[src/rtl/led_pwm_driver_pkg.sv]
// rtl/led_pwm_driver_pkg.sv - shared widths, constants and duty saturation helper
//
// Purpose : common constants for the LED PWM driver slice.
// Contents: LED_W, PWM_BITS, PWM_STEPS, DUTY_W, DUTY_FULL, PWM_MAX, sat_duty().
package led_pwm_driver_pkg;

    localparam int LED_W     = 8;
    localparam int PWM_BITS  = 4;
    localparam int PWM_STEPS = 16;
    localparam int DUTY_W    = 5;

    localparam logic [DUTY_W-1:0]   DUTY_FULL = DUTY_W'(16);
    localparam logic [PWM_BITS-1:0] PWM_MAX   = PWM_BITS'(PWM_STEPS - 1);

    // Anything above full scale behaves as fully on, so clamp once at load time.
    function automatic logic [DUTY_W-1:0] sat_duty(input logic [DUTY_W-1:0] d);
        return (d > DUTY_FULL) ? DUTY_FULL : d;
    endfunction

endpackage

[src/rtl/led_pwm_driver_if.sv]
// rtl/led_pwm_driver_if.sv - LED register-side inputs and pin-side outputs of the PWM driver
//
// Purpose : groups the LED data/brightness/blink inputs and the LED drive outputs.
// Signals : led_value[8], duty[5], blink_mask[8]  (master -> slave)
//           led_out[8], frame_start               (slave -> master)
// Modports: master (register bus side / testbench), slave (led_pwm_driver).
interface led_pwm_driver_if;
    import led_pwm_driver_pkg::*;

    logic [LED_W-1:0]  led_value;
    logic [DUTY_W-1:0] duty;
    logic [LED_W-1:0]  blink_mask;
    logic [LED_W-1:0]  led_out;
    logic              frame_start;

    modport master (
        output led_value, duty, blink_mask,
        input  led_out, frame_start
    );

    modport slave (
        input  led_value, duty, blink_mask,
        output led_out, frame_start
    );

endinterface

[src/rtl/led_pwm_driver_prescaler.sv]
// rtl/led_pwm_driver_prescaler.sv - divide-by-PRESCALE counter producing a one-cycle step pulse
//
// Purpose : module led_prescaler; counts 0..PRESCALE-1 and wraps.
// Ports   : clk   in  clock
//           reset in  asynchronous, active-high
//           step  out high for the single cycle in which the count equals PRESCALE-1
module led_prescaler #(
    parameter int PRESCALE = 50
) (
    input  logic clk,
    input  logic reset,
    output logic step
);

    localparam int CW = (PRESCALE > 1) ? $clog2(PRESCALE) : 1;
    localparam logic [CW-1:0] LAST = CW'(PRESCALE - 1);

    logic [CW-1:0] presc_cnt;

    // With PRESCALE = 1 the counter sits at 0 and step is permanently high.
    assign step = (presc_cnt == LAST);

    always_ff @(posedge clk or posedge reset) begin
        if (reset) begin
            presc_cnt <= '0;
        end else if (step) begin
            presc_cnt <= '0;
        end else begin
            presc_cnt <= presc_cnt + CW'(1);
        end
    end

endmodule

[src/rtl/led_pwm_driver.sv]
// rtl/led_pwm_driver.sv - frame-shadowed, PWM-dimmed, optionally blinking LED pin driver
//
// Purpose : latches LED value, duty and blink mask once per 16-step PWM frame and drives
//           registered LED outputs. Blink support is built only when the macro
//           LED_PWM_DRIVER_BLINK_EN is defined; otherwise blink_mask is ignored.
// Ports   : clk   in  clock
//           reset in  asynchronous, active-high
//           bus   led_pwm_driver_if.slave (led_value, duty, blink_mask in; led_out, frame_start out)
module led_pwm_driver
    import led_pwm_driver_pkg::*;
#(
    parameter int PRESCALE     = 50,
    parameter int BLINK_FRAMES = 64
) (
    input  logic                  clk,
    input  logic                  reset,
    led_pwm_driver_if.slave       bus
);

    logic                step;
    logic                boundary;
    logic [PWM_BITS-1:0] pwm_cnt;
    logic [LED_W-1:0]    sh_value;
    logic [DUTY_W-1:0]   sh_duty;
    logic                blink_phase;
    logic [LED_W-1:0]    blank;
    logic                pwm_on;
    logic [LED_W-1:0]    led_out_q;
    logic                frame_start_q;

    led_prescaler #(.PRESCALE(PRESCALE)) u_prescaler (
        .clk   (clk),
        .reset (reset),
        .step  (step)
    );

    assign boundary = step && (pwm_cnt == PWM_MAX);

    always_ff @(posedge clk or posedge reset) begin
        if (reset) begin
            pwm_cnt <= '0;
        end else if (step) begin
            pwm_cnt <= pwm_cnt + PWM_BITS'(1);   // natural 15 -> 0 wrap
        end
    end

    // Shadows only move on the frame boundary so a frame is always rendered from one
    // consistent snapshot of the register inputs.
    always_ff @(posedge clk or posedge reset) begin
        if (reset) begin
            sh_value <= '0;
            sh_duty  <= '0;
        end else if (boundary) begin
            sh_value <= bus.led_value;
            sh_duty  <= sat_duty(bus.duty);
        end
    end

`ifdef LED_PWM_DRIVER_BLINK_EN
    localparam int FW = (BLINK_FRAMES > 1) ? $clog2(BLINK_FRAMES) : 1;
    localparam logic [FW-1:0] FRAME_LAST = FW'(BLINK_FRAMES - 1);

    logic [FW-1:0]    frame_cnt;
    logic [LED_W-1:0] sh_mask;

    // The phase toggles on the same edge as the shadow load, so the first output
    // cycle of a frame sees both the new snapshot and the new phase.
    always_ff @(posedge clk or posedge reset) begin
        if (reset) begin
            frame_cnt   <= '0;
            blink_phase <= 1'b0;
            sh_mask     <= '0;
        end else if (boundary) begin
            sh_mask <= bus.blink_mask;
            if (frame_cnt == FRAME_LAST) begin
                frame_cnt   <= '0;
                blink_phase <= ~blink_phase;
            end else begin
                frame_cnt <= frame_cnt + FW'(1);
            end
        end
    end

    assign blank = sh_mask & {LED_W{blink_phase}};
`else
    assign blink_phase = 1'b0;
    assign blank       = {LED_W{blink_phase}};
`endif

    // Zero-extended compare so sh_duty = 16 is on for every step.
    assign pwm_on = ({1'b0, pwm_cnt} < sh_duty);

    always_ff @(posedge clk or posedge reset) begin
        if (reset) begin
            led_out_q     <= '0;
            frame_start_q <= 1'b0;
        end else begin
            led_out_q     <= sh_value & {LED_W{pwm_on}} & ~blank;
            frame_start_q <= boundary;
        end
    end

    assign bus.led_out     = led_out_q;
    assign bus.frame_start = frame_start_q;

endmodule

[src/flat_wrapper.sv]
// flat-port wrapper written by rule: the top's interface ports become plain ports
module led_pwm_driver_flat import led_pwm_driver_pkg::*;
#(
    parameter int PRESCALE     = 50,
    parameter int BLINK_FRAMES = 64
)
  (clk, reset, bus_led_value, bus_duty, bus_blink_mask, bus_led_out, bus_frame_start);
  led_pwm_driver_if bus_i ();
  input  logic clk;
  input  logic reset;
  input wire logic [$bits(bus_i.led_value)-1:0] bus_led_value;
  input wire logic [$bits(bus_i.duty)-1:0] bus_duty;
  input wire logic [$bits(bus_i.blink_mask)-1:0] bus_blink_mask;
  output wire logic [$bits(bus_i.led_out)-1:0] bus_led_out;
  output wire logic [$bits(bus_i.frame_start)-1:0] bus_frame_start;
  assign bus_i.led_value = bus_led_value;
  assign bus_i.duty = bus_duty;
  assign bus_i.blink_mask = bus_blink_mask;
  assign bus_led_out = bus_i.led_out;
  assign bus_frame_start = bus_i.frame_start;
  led_pwm_driver #(.PRESCALE(PRESCALE), .BLINK_FRAMES(BLINK_FRAMES)) u_core (.clk(clk), .reset(reset), .bus(bus_i));
endmodule
[config.mk]
export PLATFORM = sky130hd
export DESIGN_NAME = led_pwm_driver_flat
export DESIGN_NICKNAME = d
export VERILOG_FILES = /design/src/rtl/led_pwm_driver_pkg.sv /design/src/rtl/led_pwm_driver_if.sv /design/src/rtl/led_pwm_driver_prescaler.sv /design/src/rtl/led_pwm_driver.sv /design/src/flat_wrapper.sv
export SDC_FILE = /design/constraint.sdc
export NUM_CORES = 1
export LEC_CHECK = 0
export ABC_CLOCK_PERIOD_IN_PS = 3100
export CAP_MARGIN = 5
export CORE_MARGIN = 2
export CORE_UTILIZATION = 60
export DETAILED_ROUTE_END_ITERATION = 10
export DONT_BUFFER_PORTS = 1
export GPL_ROUTABILITY_DRIVEN = 0
export MAX_ROUTING_LAYER = met4
export PLACE_DENSITY_LB_ADDON = 0.12
export SLEW_MARGIN = 20
export SYNTH_ARGS = -nofsm -noshare
export SYNTH_HDL_FRONTEND = slang
export SYNTH_HIERARCHICAL = 1
export SYNTH_SLANG_ARGS = --single-unit
export TNS_END_PERCENT = 1
[constraint.sdc]
create_clock -name clk -period 3.1 [get_ports clk]
set_input_delay 0.775 -clock clk [delete_from_list [all_inputs] [get_ports clk]]
set_output_delay 0.775 -clock clk [all_outputs]
set_load 0.02 [all_outputs]
==> out/metrics.cfg, run 1 <==
[placed_design]
placedCellCount=137
post-place-ws_ns=1.22
post-dp-hpwl_um=1560
portBuffers=0
placedInstanceArea_mm2=0.00141

[global_routing]
grt_max_degree=27
grt_overflow_total=0
grt_pass1_wl_um=3540
groute.usage.overall_pct=19.3
antenna_violations_before_repair=0
vias_in_the_first_global_route=814

[synthesis]
synth_seq_cells=32
mapped_area_mm2=0.00138
synth-edff-count=0
ys_async_sr_fraction_pct=100
synth_cell_type_count=23
synth-seq-area-share_pct=57.9
synth-main-ff-cell=sky130_fd_sc_hd__dfrtp_1
ys_top_cells_by_count=32 x sky130_fd_sc_hd__dfrtp_1, 13 x sky130_fd_sc_hd__nand2_1, 9 x sky130_fd_sc_hd__a21oi_1
syn_area_per_cell_um2=12.5
post_synth_inst_count=111
yosys_warning_total=6
yosys-top-cells-area=sky130_fd_sc_hd__dfrtp_1 58%, sky130_fd_sc_hd__mux2_4 7.6%, sky130_fd_sc_hd__ha_1 5.4%, sky130_fd_sc_hd__nand2_1 3.5%, sky130_fd_sc_hd__a21oi_1 3.3%
synth.largest_area_cell=sky130_fd_sc_hd__dfrtp_1
syn_nets=140
most_frequent_cell_after_synthesis=sky130_fd_sc_hd__dfrtp_1
synth_largest_type_area_fraction_pct=57.9

[critical_path]
cp-start-kind=flop
cpLargestDelayFamily=simple AND/OR/NAND/NOR gates
timing_worst_setup_path_type=flop to flop
worstPathArrival_ns=2.12
critical_path.max_fanout=15
worst_path_cell_chain=inv_1, ha_1, nand2_1, nor4_4, nand4_4, or3b_1, o21ai_0
worst_r2r_startpoint=u_core/u_prescaler/presc_cnt[1]
critPathMaxStageDelay_ns=0.43
critPathCaptureType=flop
timing.critical_path.slowest_stage_cell=sky130_fd_sc_hd__dfrtp_1
worst-endpoint-required_ns=3.34
cp_num_buf_inv=1
critical_path_start=u_core/u_prescaler/presc_cnt[1]

[floorplan]
die_h_um=52.0
floorplan.initialDensity_pct=63.2
design.die.area_mm2=0.00271
placeableCoreArea_mm2=0.00219
floorplan.rows=17
fp.dieW_um=52.0
top_level_ports=32

[clocking]
cts-hold-fix-buffers=0
cts_h_tree_depth=2
ctsResizeCount=0
clock_transition_at_the_registers_of_the_reported_paths_ns=0.09
cts_made_buffers=5
cts-root-buf=sky130_fd_sc_hd__clkbuf_4
postCtsSetupBuffers=0
cts_tree=built
cts_num_sinks=32
worst_skew_pair.late_latency_ns=0.31
max_buffers_root_to_sink=2

[power_and_ir_drop]
standby_leakage_power_nw=0.754
peak_supply_drop_mv=0.406
ratio_of_total_power_to_cell_area_mw_per_mm2=477

[cells_and_area]
final_layout_size_suffix_gt1_share_pct=16.2
design_area_mm2=0.00147
final_net_count=145
instances_no_fill=145
syn_to_final_growth_pct=5.97
num_antenna_cells=0
nFillCells=168

[sta]
setup_repair_after_global_routing_missed_its_margin=no
tightest_slew_ns=0.940
min_period_over_period_pct=60.7
post-route-min-period_ns=1.88
hold_ws_ns=0.250
slew-limit-headroom_pct=37.3
number_of_hold_slack_violations_in_the_final_timing_report=0
finalMaxSlewViolations=0
final.setup_skew_ns=0.00577
fin_setup_tns_ns=0
clock.fmax_ghz=0.532
finalSetupViolCount=0
timing.final.ws_setup_ns=1.22

[job]
drv_cap=0

[detailed_routing]
routedWlPerCell_um=14.3
dr_iter_0_viols=11
drtPass1Iterations=4
route.vias.total=797
totalWireLength_um=2080
antenna_left=0
vias_per_cell=5.50
remaining_drc_errors=0

[run_status]
status=complete, no violations

[hold_path]
holdCritPathClass=input pin to asynchronous set/reset pin

[routing by layer]
layer | wire length, um | GRT usage (%) | vias up
met5 | 0 | - | -
met2 | 1060 | 30.2 | 21
met1 | 889 | 22.6 | 390
met4 | 25 | 9.21 | 0
met3 | 102 | 6.32 | 4
li1 | - | - | 382
[sequential cells by signal, indices dropped and copies added, names as in the netlist]
signal	flops
u_core/sh_duty	5
u_core/u_prescaler/presc_cnt	6
u_core/sh_value	8
u_core/bus.led_out	8
u_core/bus.frame_start	1
u_core/pwm_cnt	4
[cell type report]
| cell class | instances | area, um2 | area share (%) |
|---|---|---|---|
| clock buffers | 8 | 58.8 | 4.01 |
| flip-flops and latches | 32 | 801 | 54.6 |
| multi-input cells | 68 | 534 | 36.4 |
| well taps | 28 | 35.0 | 2.39 |
| repair buffers | 1 | 7.51 | 0.512 |
| inverters | 8 | 30.0 | 2.05 |
[cell usage in the layout, fill, tap and decap left out, drive strengths merged]
| cell | n |
|---|---|
| dfrtp | 32 |
| nand2 | 13 |
| mux2 | 10 |
| a21oi | 9 |
| inv | 8 |
| clkbuf | 8 |
| ha | 6 |
| o21ai | 5 |
| or3b | 4 |
| xnor2 | 4 |
| nor2 | 4 |
| nand4 | 3 |
| nand2b | 2 |
| nor2b | 2 |
| xor2 | 2 |
| nand3 | 2 |
| buf | 1 |
| nor4 | 1 |
| o221ai | 1 |
[per-stage QoR]
| stage | util (%) | total power (W) |
|---|---|---|
| 3_5_place_dp | 64.2 | 0.000472 |
| 4_1_cts | 66.9 | 0.000708 |
| 2_1_floorplan | - | 0.000466 |
| 3_3_place_gp | 64.2 | 0.000470 |
| 5_1_grt | 66.9 | 0.000733 |
| 6_report | 66.9 | 0.000700 |
[path summary, 6_finish.rpt]
kind	end	slack [ns]	cells after the start
worst max-delay path	u_core/sh_duty[2]	1.22	7
worst min-delay path	u_core/u_prescaler/presc_cnt[5]	0.25	1
worst max register to register	u_core/sh_duty[2]	1.22	7
worst min register to register	u_core/sh_duty[0]	0.48	2
max in group asynchronous	u_core/sh_value[5]	1.97	1
min in group clk	u_core/sh_duty[0]	0.48	2
[power breakdown]
part / leakage, nW / internal, W / switching (W)
Clock: 0.0326 / 0.000112 / 0.000126
Sequential: 0.373 / 0.000428 / 0.0000122
Combinational: 0.348 / 0.0000101 / 0.0000117
Total: 0.754 / 0.000550 / 0.000150
[worst reg2reg max path, stage by stage, from the launching register on]
cell	delay, ns
sky130_fd_sc_hd__dfrtp_1	0.43
sky130_fd_sc_hd__inv_1	0.07
sky130_fd_sc_hd__ha_1	0.14
sky130_fd_sc_hd__nand2_1	0.08
sky130_fd_sc_hd__nor4_4	0.26
sky130_fd_sc_hd__nand4_4	0.32
sky130_fd_sc_hd__or3b_1	0.43
sky130_fd_sc_hd__o21ai_0	0.07
[kinds of logic (layout without fill, tap and decap cells)]
kind of cell / after synthesis / after routing / share of synthesized area (%)
AO/OA/AOI/OAI: 15 / 15 / 5.70
XOR/XNOR: 6 / 6 / 3.80
multiplexers: 10 / 10 / 10.0
AND/OR/NAND/NOR: 31 / 31 / 13.7
adder cells (fa/ha/maj): 6 / 6 / 5.42
flip-flops: 32 / 32 / 57.9
buffers and inverters: 11 / 17 / 3.53
Note: power is estimated with default switching activity, not from simulation.
==> inputs of run 2 (changes only) <==
- ABC_CLOCK_PERIOD_IN_PS: 3100 -> 1600
- CORE_UTILIZATION: 60 -> 55
- clock period: 3.1 -> 1.6 ns (I/O delays scaled with it)
==> run 2 against run 1 <==
Effect of this change: the flow now finishes with violations (negative hold slack, negative setup slack); sequential share of layout area is 4.5 points lower; worst setup slack worse by 1.3 ns; worst hold slack worse by 0.25 ns; design area is 8.9% higher; sequential power is 94% higher; non-clock buffer count is 9 higher; cell count is 7.6% higher; utilization is 1.3 points lower; largest cell class unchanged.
==> out/metrics.cfg, run 2 (same netlist as run 1, synthesis figures left out) <==
[global_routing]
grt_max_degree=27  ; unchanged
grt_pass1_wl_um=3820  ; was 3540 um
met3_track_usage_gr_pct=10.0  ; was 6.32%
antenna_violations_before_repair=0  ; unchanged
grt_busiest_layer=met2  ; unchanged
grt_overflow_total=0  ; unchanged
groute.layer.met2.usage_pct=31.3  ; was 30.2%
groute.usage.overall_pct=20.5  ; was 19.3%
vias_in_the_first_global_route=842  ; was 814
groute.layer.met1.usage_pct=23.5  ; was 22.6%

[cells_and_area]
final_layout_size_suffix_gt1_share_pct=25.4  ; was 16.2%
instances_no_fill=156  ; was 145
commonest_non_fill_non_tap_cell_in_the_layout=sky130_fd_sc_hd__dfrtp_1  ; unchanged
design_area_mm2=0.00160  ; was 0.00147 mm2
syn_to_final_growth_pct=15.4  ; was 5.97%
mostFrequentLayoutCells=32 x sky130_fd_sc_hd__dfrtp_1, 12 x sky130_fd_sc_hd__nand2_1, 9 x sky130_fd_sc_hd__a21oi_1  ; was 32 x sky130_fd_sc_hd__dfrtp_1, 13 x sky130_fd_sc_hd__nand2_1, 9 x sky130_fd_sc_hd__a21oi_1
final_net_count=154  ; was 145
num_antenna_cells=0  ; unchanged

[power_and_ir_drop]
ratio_of_total_power_to_cell_area_mw_per_mm2=993  ; was 477 mW/mm2
peak_supply_drop_mv=0.831  ; was 0.406 mV
standby_leakage_power_nw=0.823  ; was 0.754 nW

[detailed_routing]
dr_iter_0_viols=10  ; was 11
drtPass1Iterations=4  ; unchanged
antenna_left=0  ; unchanged
route.vias.total=844  ; was 797
remaining_drc_errors=0  ; unchanged
totalWireLength_um=2320  ; was 2080 um
routedWlPerCell_um=14.9  ; was 14.3 um
vias_per_cell=5.41  ; was 5.50

[placed_design]
portBuffers=0  ; unchanged
placedCellCount=147  ; was 137
post-dp-hpwl_um=1640  ; was 1560 um
placedInstanceArea_mm2=0.00148  ; was 0.00141 mm2

[floorplan]
design.die.area_mm2=0.00293  ; was 0.00271 mm2
top_level_ports=32  ; unchanged
floorplan.initialDensity_pct=56.9  ; was 63.2%
floorplan.rows=18  ; was 17
fp.dieW_um=54.2  ; was 52.0 um
die_h_um=54.2  ; was 52.0 um
placeableCoreArea_mm2=0.00243  ; was 0.00219 mm2

[sta]
post-route-min-period_ns=1.70  ; was 1.88 ns
finalSetupViolCount=12  ; was 0
tightest_slew_ns=0.363  ; was 0.940 ns
min_period_over_period_pct=106  ; was 60.7%
final.setup_skew_ns=0.0157  ; was 0.00577 ns
slew-limit-headroom_pct=75.8  ; was 37.3%
number_of_hold_slack_violations_in_the_final_timing_report=2  ; was 0
finalMaxSlewViolations=0  ; unchanged
clock.fmax_ghz=0.589  ; was 0.532 GHz
fin_setup_tns_ns=-0.833  ; was 0 ns
setup_repair_after_global_routing_missed_its_margin=yes  ; was no
hold_ws_ns=-0.00460  ; was 0.250 ns
timing.final.ws_setup_ns=-0.0992  ; was 1.22 ns

[clocking]
cts-root-buf=sky130_fd_sc_hd__clkbuf_4  ; unchanged
worst_skew_pair.late_latency_ns=0.33  ; was 0.31 ns
cts_made_buffers=5  ; unchanged
clock_transition_at_the_registers_of_the_reported_paths_ns=0.11  ; was 0.09 ns
cts_h_tree_depth=2  ; unchanged
max_buffers_root_to_sink=2  ; unchanged
postCtsSetupBuffers=0  ; unchanged
cts_tree=built  ; unchanged
cts_num_sinks=32  ; unchanged

[hold_path]
holdCritPathClass=input pin to asynchronous set/reset pin  ; unchanged

[critical_path]
cp-start-kind=flop  ; unchanged
worst-endpoint-required_ns=1.81  ; was 3.34 ns
timing_worst_setup_path_type=flop to flop  ; unchanged
worstPathArrival_ns=1.91  ; was 2.12 ns
critical_path.max_fanout=7  ; was 15
critPathCaptureType=flop  ; unchanged

[job]
drv_cap=0  ; unchanged

[run_status]
status=finished, violations left  ; was complete, no violations
failed_checks=negative hold slack, negative setup slack

==> run 2: worst max-delay path, stage by stage (launching register included) <==
cell	delay (ns)
sky130_fd_sc_hd__dfrtp_1	0.39
sky130_fd_sc_hd__inv_1	0.06
sky130_fd_sc_hd__ha_1	0.15
sky130_fd_sc_hd__nand2_2	0.08
sky130_fd_sc_hd__nor4_4	0.24
sky130_fd_sc_hd__nand4_4	0.19
sky130_fd_sc_hd__buf_4	0.20
sky130_fd_sc_hd__mux2_4	0.29
==> run 2: power breakdown <==
group | switching (W) | internal [W] | total (W)
sequential | 0.0000239 | 0.000830 | 0.000854
clock | 0.000269 | 0.000415 | 0.000684
combinational | 0.0000242 | 0.0000228 | 0.0000470
total | 0.000317 | 0.00127 | 0.00159
==> run 2: final timing paths <==
path / slack [ns] / start / cells after the start / endpoint
min in group clk: 0.22 / bus_led_value[2] / 1 / u_core/sh_value[2]
worst min register to register: 0.49 / u_core/sh_duty[0] / 2 / u_core/sh_duty[0]
worst min-delay path: -0.005 / reset / 2 / u_core/bus.led_out[7]
worst max register to register: -0.1 / u_core/u_prescaler/presc_cnt[1] / 7 / u_core/sh_duty[4]
max in group asynchronous: 0.98 / reset / 2 / u_core/u_prescaler/presc_cnt[1]
worst max-delay path: -0.1 / u_core/u_prescaler/presc_cnt[1] / 7 / u_core/sh_duty[4]
==> run 2: repair_timing <==
| action | CTS | global route |
|---|---|---|
| hold buffers | 1 | 0 |
| endpoints found under the hold margin | 6 | 0 |
| endpoints found under the setup margin | 16 | 19 |
| pin swaps | 1 | 0 |
| gates resized for setup | 2 | 1 |
| gates cloned | 0 | 0 |
==> run 2: final cells by class <==
cell class | instances | area [um2]
flip-flops and latches | 32 | 801
multi-input cells | 68 | 543
clock inverters | 1 | 30.0
well taps | 30 | 37.5
repair buffers | 10 | 90.1
clock buffers | 7 | 65.1
fillers | 179 | 836
inverters | 8 | 30.0
==> run 2: metrics by stage <==
stage / total power (W) / utilization, % / setup WS (ns)
after floorplan: 0.000904 / - / -0.209
after global placement: 0.000913 / 61.0 / -0.0610
after detailed placement: 0.000916 / 61.0 / -0.101
after CTS: 0.00160 / 65.5 / -0.109
after global routing: 0.00166 / 65.6 / -0.189
final: 0.00159 / 65.6 / -0.0992
==> run 2: per-layer routing <==
| layer | vias to the layer above | wire, um | share of wire, % |
|---|---|---|---|
| li1 | 400 | - | - |
| met1 | 421 | 997 | 43 |
| met2 | 21 | 1200 | 52 |
| met3 | 2 | 114 | 4.9 |
| met4 | 0 | 12 | 0.52 |
| met5 | - | 0 | 0 |
